$ cat config.mk
export PLATFORM = sky130hd
export DESIGN_NAME = fetch_ctl
export DESIGN_NICKNAME = d
export VERILOG_FILES = /design/src/rtl/fetch_ctl_pkg.sv /design/src/rtl/fetch_ctl_bpu.sv /design/src/rtl/fetch_ctl.sv
export SDC_FILE = /design/constraint.sdc
export NUM_CORES = 1
export LEC_CHECK = 0
export CAP_MARGIN = 25
export CELL_PAD_IN_SITES_DETAIL_PLACEMENT = 0
export CELL_PAD_IN_SITES_GLOBAL_PLACEMENT = 1
export CORE_UTILIZATION = 25
export CTS_BUF_LIST = sky130_fd_sc_hd__clkbuf_4 sky130_fd_sc_hd__clkbuf_8
export CTS_CLUSTER_DIAMETER = 200
export DETAILED_ROUTE_END_ITERATION = 10
export PLACE_DENSITY_LB_ADDON = 0.1
export SYNTH_ARGS = -nofsm -noshare
export SYNTH_HDL_FRONTEND = slang
export SYNTH_SLANG_ARGS = --single-unit
export TNS_END_PERCENT = 1
$ cat constraint.sdc
create_clock -name clk -period 6.8 [get_ports clk]
set_input_delay 1.36 -clock clk [delete_from_list [all_inputs] [get_ports clk]]
set_output_delay 1.36 -clock clk [all_outputs]
set_load 0.05 [all_outputs]
$ cat src/rtl/fetch_ctl_pkg.sv
// fetch_ctl_pkg: shared definitions for the fetch sequencer and its branch
// predictor: FSM state encoding, RISC-V opcode constants, reset PC and the
// small arithmetic helpers used for next-PC computation.
package fetch_ctl_pkg;

    typedef enum logic [1:0] {
        ST_HOLD = 2'd0,
        ST_REQ  = 2'd1,
        ST_WAIT = 2'd2,
        ST_DROP = 2'd3
    } fetch_state_e;

    localparam logic [6:0]  OPC_BRANCH       = 7'b1100011;
    localparam logic [6:0]  OPC_JAL          = 7'b1101111;
    localparam logic [63:0] RESET_PC_DEFAULT = 64'h0000_0000_8000_0000;

    // Instruction length in bytes: 4 for a full-width encoding, 2 for compressed.
    function automatic logic [63:0] ilen_bytes(input logic [1:0] ir_lo);
        return (ir_lo == 2'b11) ? 64'd4 : 64'd2;
    endfunction

    // Sign-extend a 13-bit branch offset to 64 bits.
    function automatic logic [63:0] sext13(input logic [12:0] offs);
        return {{51{offs[12]}}, offs};
    endfunction

endpackage

$ cat src/rtl/fetch_ctl_bpu.sv
// bpu: static backward-taken/forward-not-taken predictor. JAL is always
// taken to its PC-relative target; a conditional branch is predicted taken
// when its offset is negative (loop back-edge).
module bpu
    import fetch_ctl_pkg::*;
(
    input  logic        rst_n,
    input  logic [31:0] bp_ir,
    input  logic [63:0] bp_pc,
    output logic        jal_taken,
    output logic [63:0] jal_addr,
    output logic        pr_taken,
    output logic [12:0] pr_offs
);

    logic [20:0] w_j_imm;
    logic [12:0] w_b_imm;

    // Decode the immediates and derive the prediction for the current instruction
    always_comb begin
        w_j_imm   = {bp_ir[31], bp_ir[19:12], bp_ir[20], bp_ir[30:21], 1'b0};
        w_b_imm   = {bp_ir[31], bp_ir[7], bp_ir[30:25], bp_ir[11:8], 1'b0};
        jal_taken = rst_n & (bp_ir[6:0] == OPC_JAL);
        jal_addr  = bp_pc + {{43{w_j_imm[20]}}, w_j_imm};
        pr_taken  = rst_n & (bp_ir[6:0] == OPC_BRANCH) & w_b_imm[12];
        pr_offs   = w_b_imm;
    end

endmodule

$ cat src/rtl/fetch_ctl.sv
// fetch_ctl: fetch sequencer for the hart front end. Owns the fetch PC,
// issues single-outstanding requests, fills the decode slot and handles
// trap / mispredict redirects (in-flight responses are discarded).
// Optional feature: define RV6_BPU_STATS_EN to build the 64-bit branch and
// mispredict counters; otherwise stat_br/stat_mp read as zero.
module fetch_ctl
    import fetch_ctl_pkg::*;
#(
    parameter logic [63:0] RESET_PC = RESET_PC_DEFAULT
) (
    input  logic        clk,
    input  logic        rst,
    output logic        if_req,
    output logic [63:0] if_addr,
    input  logic        if_ack,
    input  logic        if_rsp_vld,
    input  logic [31:0] if_rsp_ir,
    output logic        if_rsp_rdy,
    output logic        id_vld,
    output logic [31:0] id_ir,
    output logic [63:0] id_pc,
    output logic        id_pred,
    input  logic        id_stall,
    input  logic        ex_br_vld,
    input  logic        ex_br_pred,
    input  logic        ex_br_taken,
    input  logic [63:0] ex_br_target,
    input  logic [63:0] ex_br_fallthru,
    input  logic        trap_vld,
    input  logic [63:0] trap_addr,
    output logic        flush,
    output logic [63:0] stat_br,
    output logic [63:0] stat_mp
);

    fetch_state_e r_state;
    logic [63:0]  r_pc;
    logic         r_id_vld;
    logic [31:0]  r_id_ir;
    logic [63:0]  r_id_pc;
    logic         r_id_pred;

    logic         w_mp;
    logic         w_redir;
    logic [63:0]  w_redir_addr;
    logic         w_slot_busy;
    logic         w_if_req;
    logic         w_if_rsp_rdy;
    logic         w_ack;
    logic         w_rsp_acc;
    logic         w_load;
    logic         w_jal_taken;
    logic [63:0]  w_jal_addr;
    logic         w_pr_taken;
    logic [12:0]  w_pr_offs;
    logic [63:0]  w_next_pc;

    bpu u_bpu (
        .rst_n     (~rst),
        .bp_ir     (if_rsp_ir),
        .bp_pc     (r_pc),
        .jal_taken (w_jal_taken),
        .jal_addr  (w_jal_addr),
        .pr_taken  (w_pr_taken),
        .pr_offs   (w_pr_offs)
    );

    // Redirect detection; a trap wins over a simultaneous mispredict
    always_comb begin
        w_mp    = ex_br_vld & (ex_br_pred != ex_br_taken);
        w_redir = trap_vld | w_mp;
        if (trap_vld) begin
            w_redir_addr = trap_addr;
        end else if (ex_br_taken) begin
            w_redir_addr = ex_br_target;
        end else begin
            w_redir_addr = ex_br_fallthru;
        end
    end

    // Memory handshake: back-pressure from a full, stalled decode slot
    always_comb begin
        w_slot_busy  = r_id_vld & id_stall;
        w_if_req     = 1'b0;
        w_if_rsp_rdy = 1'b0;
        case (r_state)
            ST_REQ:  w_if_req     = ~w_slot_busy;
            ST_WAIT: w_if_rsp_rdy = ~w_slot_busy;
            ST_DROP: w_if_rsp_rdy = 1'b1;
            default: begin
                w_if_req     = 1'b0;
                w_if_rsp_rdy = 1'b0;
            end
        endcase
        w_ack     = w_if_req & if_ack;
        w_rsp_acc = w_if_rsp_rdy & if_rsp_vld;
        w_load    = (r_state == ST_WAIT) & w_rsp_acc & ~w_redir;
    end

    // Next sequential/predicted PC for the instruction being accepted
    always_comb begin
        if (w_jal_taken) begin
            w_next_pc = w_jal_addr;
        end else if (w_pr_taken) begin
            w_next_pc = r_pc + sext13(w_pr_offs);
        end else begin
            w_next_pc = r_pc + ilen_bytes(if_rsp_ir[1:0]);
        end
    end

    // Fetch FSM and PC register
    always_ff @(posedge clk or posedge rst) begin
        if (rst) begin
            r_state <= ST_HOLD;
            r_pc    <= RESET_PC;
        end else begin
            case (r_state)
                ST_HOLD: begin
                    if (w_redir) r_pc <= w_redir_addr;
                    r_state <= ST_REQ;
                end
                ST_REQ: begin
                    if (w_redir) r_pc <= w_redir_addr;
                    if (w_ack) r_state <= w_redir ? ST_DROP : ST_WAIT;
                end
                ST_WAIT: begin
                    if (w_redir) begin
                        r_pc    <= w_redir_addr;
                        r_state <= w_rsp_acc ? ST_REQ : ST_DROP;
                    end else if (w_rsp_acc) begin
                        r_pc    <= w_next_pc;
                        r_state <= ST_REQ;
                    end
                end
                ST_DROP: begin
                    if (w_redir) r_pc <= w_redir_addr;
                    if (if_rsp_vld) r_state <= ST_REQ;
                end
                default: r_state <= ST_HOLD;
            endcase
        end
    end

    // Decode slot: load on accepted response, drain when consumed, kill on redirect
    always_ff @(posedge clk or posedge rst) begin
        if (rst) begin
            r_id_vld  <= 1'b0;
            r_id_ir   <= 32'd0;
            r_id_pc   <= 64'd0;
            r_id_pred <= 1'b0;
        end else if (w_redir) begin
            r_id_vld <= 1'b0;
        end else if (w_load) begin
            r_id_vld  <= 1'b1;
            r_id_ir   <= if_rsp_ir;
            r_id_pc   <= r_pc;
            r_id_pred <= w_pr_taken;
        end else if (r_id_vld & ~id_stall) begin
            r_id_vld <= 1'b0;
        end
    end

`ifdef RV6_BPU_STATS_EN
    logic [63:0] r_stat_br;
    logic [63:0] r_stat_mp;

    // Branch and mispredict event counters (wrap at 2^64)
    always_ff @(posedge clk or posedge rst) begin
        if (rst) begin
            r_stat_br <= 64'd0;
            r_stat_mp <= 64'd0;
        end else begin
            if (ex_br_vld) r_stat_br <= r_stat_br + 64'd1;
            if (w_mp)      r_stat_mp <= r_stat_mp + 64'd1;
        end
    end

    assign stat_br = r_stat_br;
    assign stat_mp = r_stat_mp;
`else
    assign stat_br = 64'd0;
    assign stat_mp = 64'd0;
`endif

    assign if_req     = w_if_req;
    assign if_addr    = r_pc;
    assign if_rsp_rdy = w_if_rsp_rdy;
    assign flush      = w_redir & ~rst;
    assign id_vld     = r_id_vld;
    assign id_ir      = r_id_ir;
    assign id_pc      = r_id_pc;
    assign id_pred    = r_id_pred;

endmodule

==> results.toml <==
[timing]
finalCriticalPeriod_ns = 5.60
clock.fmax_mhz = 179
fin_skew_ns = 0.0168
hold_violations = 0
tightest_slew_ns = 0.959
slew_violations = 0
period_share = 0.823
relSlewSlack = 0.361
setup_viol = 0
rsz0062_at_grt = "no"

[min_path]
min-delay-start = "id_pc[43]$_DFFE_PP0P_"
min_path_cells = 2
hold_class = "register to register"
worstHoldEndpoint = "id_pc[43]$_DFFE_PP0P_"

[clocking]
path_clk_slew_ns = 0.10
cts_num_sinks = 164
ctsResizeCount = 0
cts_buffer_depth = 2
post_cts_buffers = 0
cts_hold_buf = 0
clock_latency_ns = 0.57
cts_made_buffers = 17
htree_levels = 4
cts_tree = "built"
cts_root_buf = "clkbuf_8"

[logic_synthesis]
synth_top_area_share = 0.321
ys.flop_type = "dfrtp_1"
ys_seq_area_frac = 0.323
synth.most_common_cell = "nand2_1"
yosys_warnings = 0
synthTopCellsByCount = "nand2_1 (387), a21oi_1 (171), dfrtp_1 (163), nor2_1 (149), buf_4 (130)"
async_flop_share = 1.00
ys_ff_latch = 164
synth_area_um2 = 12700
post_synth_main_area_contributors = "dfrtp_1 (32%), nand2_1 (11%), buf_4 (7.7%)"
synth_cells = 1637
avgSynthCellArea_um2 = 7.77
synth_top_area_cell = "dfrtp_1"
yosysUniqueCellTypes = 78
synth_edf_count = 0

[final_layout]
final_area_um2 = 17300
nNetsFinal = 2279
drive_gt1_frac = 0.0452
area_delta_synth_final_pct = 36.3

[pwr]
leakagePower_uw = 0.00813
seqPwrFrac = 0.285
ir_drop_uv = 175
power.density_nw_per_um2 = 311
finalPower_uw = 5400
p_sw_uw = 2800
power_frac_comb = 0.565
clkPwrFrac = 0.150
p_int_uw = 2590
p_sw_frac = 0.519

[die]
placementRows = 82
start_util = 0.253
core_um2 = 50200
die_area_um2 = 51800
die_w_um = 228
die_y_um = 228
ios = 526

[global_routing]
grt_pass1_vias = 11900
gr-total-overflow = 0
grtUsageTotal = 0.190
grt_max_degree = 76
antenna_found_initial = 2
grt_pass1_wl_um = 73200

[worst_setup_path]
critPathKind = "input pin to register"
cp_max_fo = 15
crit_required_ns = 7.23
arrival_ns = 6.03
cpPeakStageDelay_ns = 0.80
path_cells = "clkdlybuf4s50_1, clkinvlp_4, nand4b_1, nor2_1, and3_1, nor2_1, nor2b_1, ha_1, a211oi_1, o21ai_2, nand3_1, o211ai_1, o311ai_0, nor4b_1, nor2_1, a41oi_1, xor2_1, a21oi_1"
cp_slowest_cell = "o311ai_0"
cp-end-kind = "register"
r2r_slack_ns = 3.19
r2r-end = "if_addr[52]$_DFFE_PP0P_"
regToRegStartpoint = "if_addr[2]$_DFFE_PP0P_"
cp_common_cell = "nor2_1"
reg2reg_depth = 11
critPathLaunchType = "input pin"

[routing]
vias = 12300
routed_via_density = 4.60
wl_per_cell_um = 18.5
drc = 0
drtIter0Drc = 568
firstDrtPassIters = 5
antenna_left = 0
drt-total-wl_um = 49300

[place]
port_buffers = 397
dp_hpwl_um = 37900
gp_congestion = 0.844
place_area_um2 = 16900

[job]
drv_cap = 0

[run_status]
outcome = "completed"
-- how the worst max path moves through the flow --
stage          slack [ns]  startpoint                 endpoint
6_report             1.20         rst  if_addr[52]$_DFFE_PP0P_
5_1_grt              0.76         rst  if_addr[52]$_DFFE_PP0P_
2_1_floorplan       -0.32         rst  if_addr[63]$_DFFE_PP0P_
3_3_place_gp         0.72         rst  if_addr[52]$_DFFE_PP0P_
4_1_cts              1.28         rst  if_addr[52]$_DFFE_PP0P_
3_5_place_dp         0.63         rst  if_addr[52]$_DFFE_PP0P_
-- cells by family after synthesis --
kind of cell	after synthesis	synth area share
simple gates	614	0.196
compound gates	429	0.212
buf+inv	239	0.110
flops	164	0.323
mux	71	0.0565
fa+ha+maj	66	0.0655
xor+xnor	53	0.0365
other cells	1	0.000295
-- cells in the final DEF (no fill, tap or decap), types with 8 or more instances in the layout --
cell type        count
clkdlybuf4s50_1    395
nand2_1            386
a21oi_1            170
dfrtp_1            163
nor2_1             146
conb_1             128
o21ai_0             97
mux2i_1             65
ha_1                62
a21o_1              43
xnor2_1             32
inv_1               23
xor2_1              21
clkbuf_8            17
buf_4               17
nand3_1             15
nand4_1             13
nor2b_1             11
o21bai_1            11
o211ai_1             9
nand2b_1             9
a211oi_1             8
a22oi_1              8
a31oi_1              8
-- state kept, by name, summed over array words and instances, names as in the netlist --
register,count
id_vld,1
id_ir,32
r_state,2
id_pred,1
id_pc,64
if_addr,64
-- per-stage QoR --
| step | hold slack [ns] | setup slack (ns) | setup TNS (ns) | std cells | util |
|---|---|---|---|---|---|
| 2_1_floorplan | 0.538 | -0.324 | -5.54 | 1764 | - |
| 3_3_place_gp | 0.458 | 0.716 | 0 | 2632 | 0.337 |
| 3_5_place_dp | 0.461 | 0.632 | 0 | 2632 | 0.337 |
| 4_1_cts | 0.486 | 1.28 | 0 | 2664 | 0.345 |
| 5_1_grt | 0.504 | 0.763 | 0 | 2667 | 0.345 |
| 6_report | 0.481 | 1.20 | 0 | 2668 | 0.345 |
-- layout make-up --
cell class | instances | area, um^2
repair buffers | 412 | 4080
well taps | 672 | 841
multi-input cells | 1361 | 7780
fillers | 5305 | 32800
diodes | 3 | 7.51
clock inverters | 15 | 189
flip-flops and latches | 164 | 4110
clock buffers | 17 | 234
inverters | 24 | 93.8
-- critical path, delay by kind of cell --
kind	cells	cell delay (ns)
AO/OA/AOI/OAI	6	1.82
AND/OR/NAND/NOR	8	1.81
buffers and inverters	2	0.56
adder cells (fa/ha/maj)	1	0.29
XOR/XNOR	1	0.17
-- layer usage --
| layer | share of wire | up-vias | track usage |
|---|---|---|---|
| met5 | 0 | - | 0 |
| met4 | 0.018 | 0 | 0.0619 |
| met3 | 0.047 | 44 | 0.0398 |
| met2 | 0.49 | 329 | 0.322 |
| met1 | 0.45 | 5831 | 0.239 |
| li1 | - | 6070 | - |
-- power by group through the flow --
stage / sequential (uW) / clock (uW) / combinational (uW)
detailed placement: 1570 / 0 / 3070
CTS: 1550 / 861 / 3080
finish: 1540 / 809 / 3050
global placement: 1560 / 0 / 3070
global route: 1590 / 887 / 3240
floorplan: 2610 / 0 / 939
Note: power is estimated with default switching activity, not from simulation.
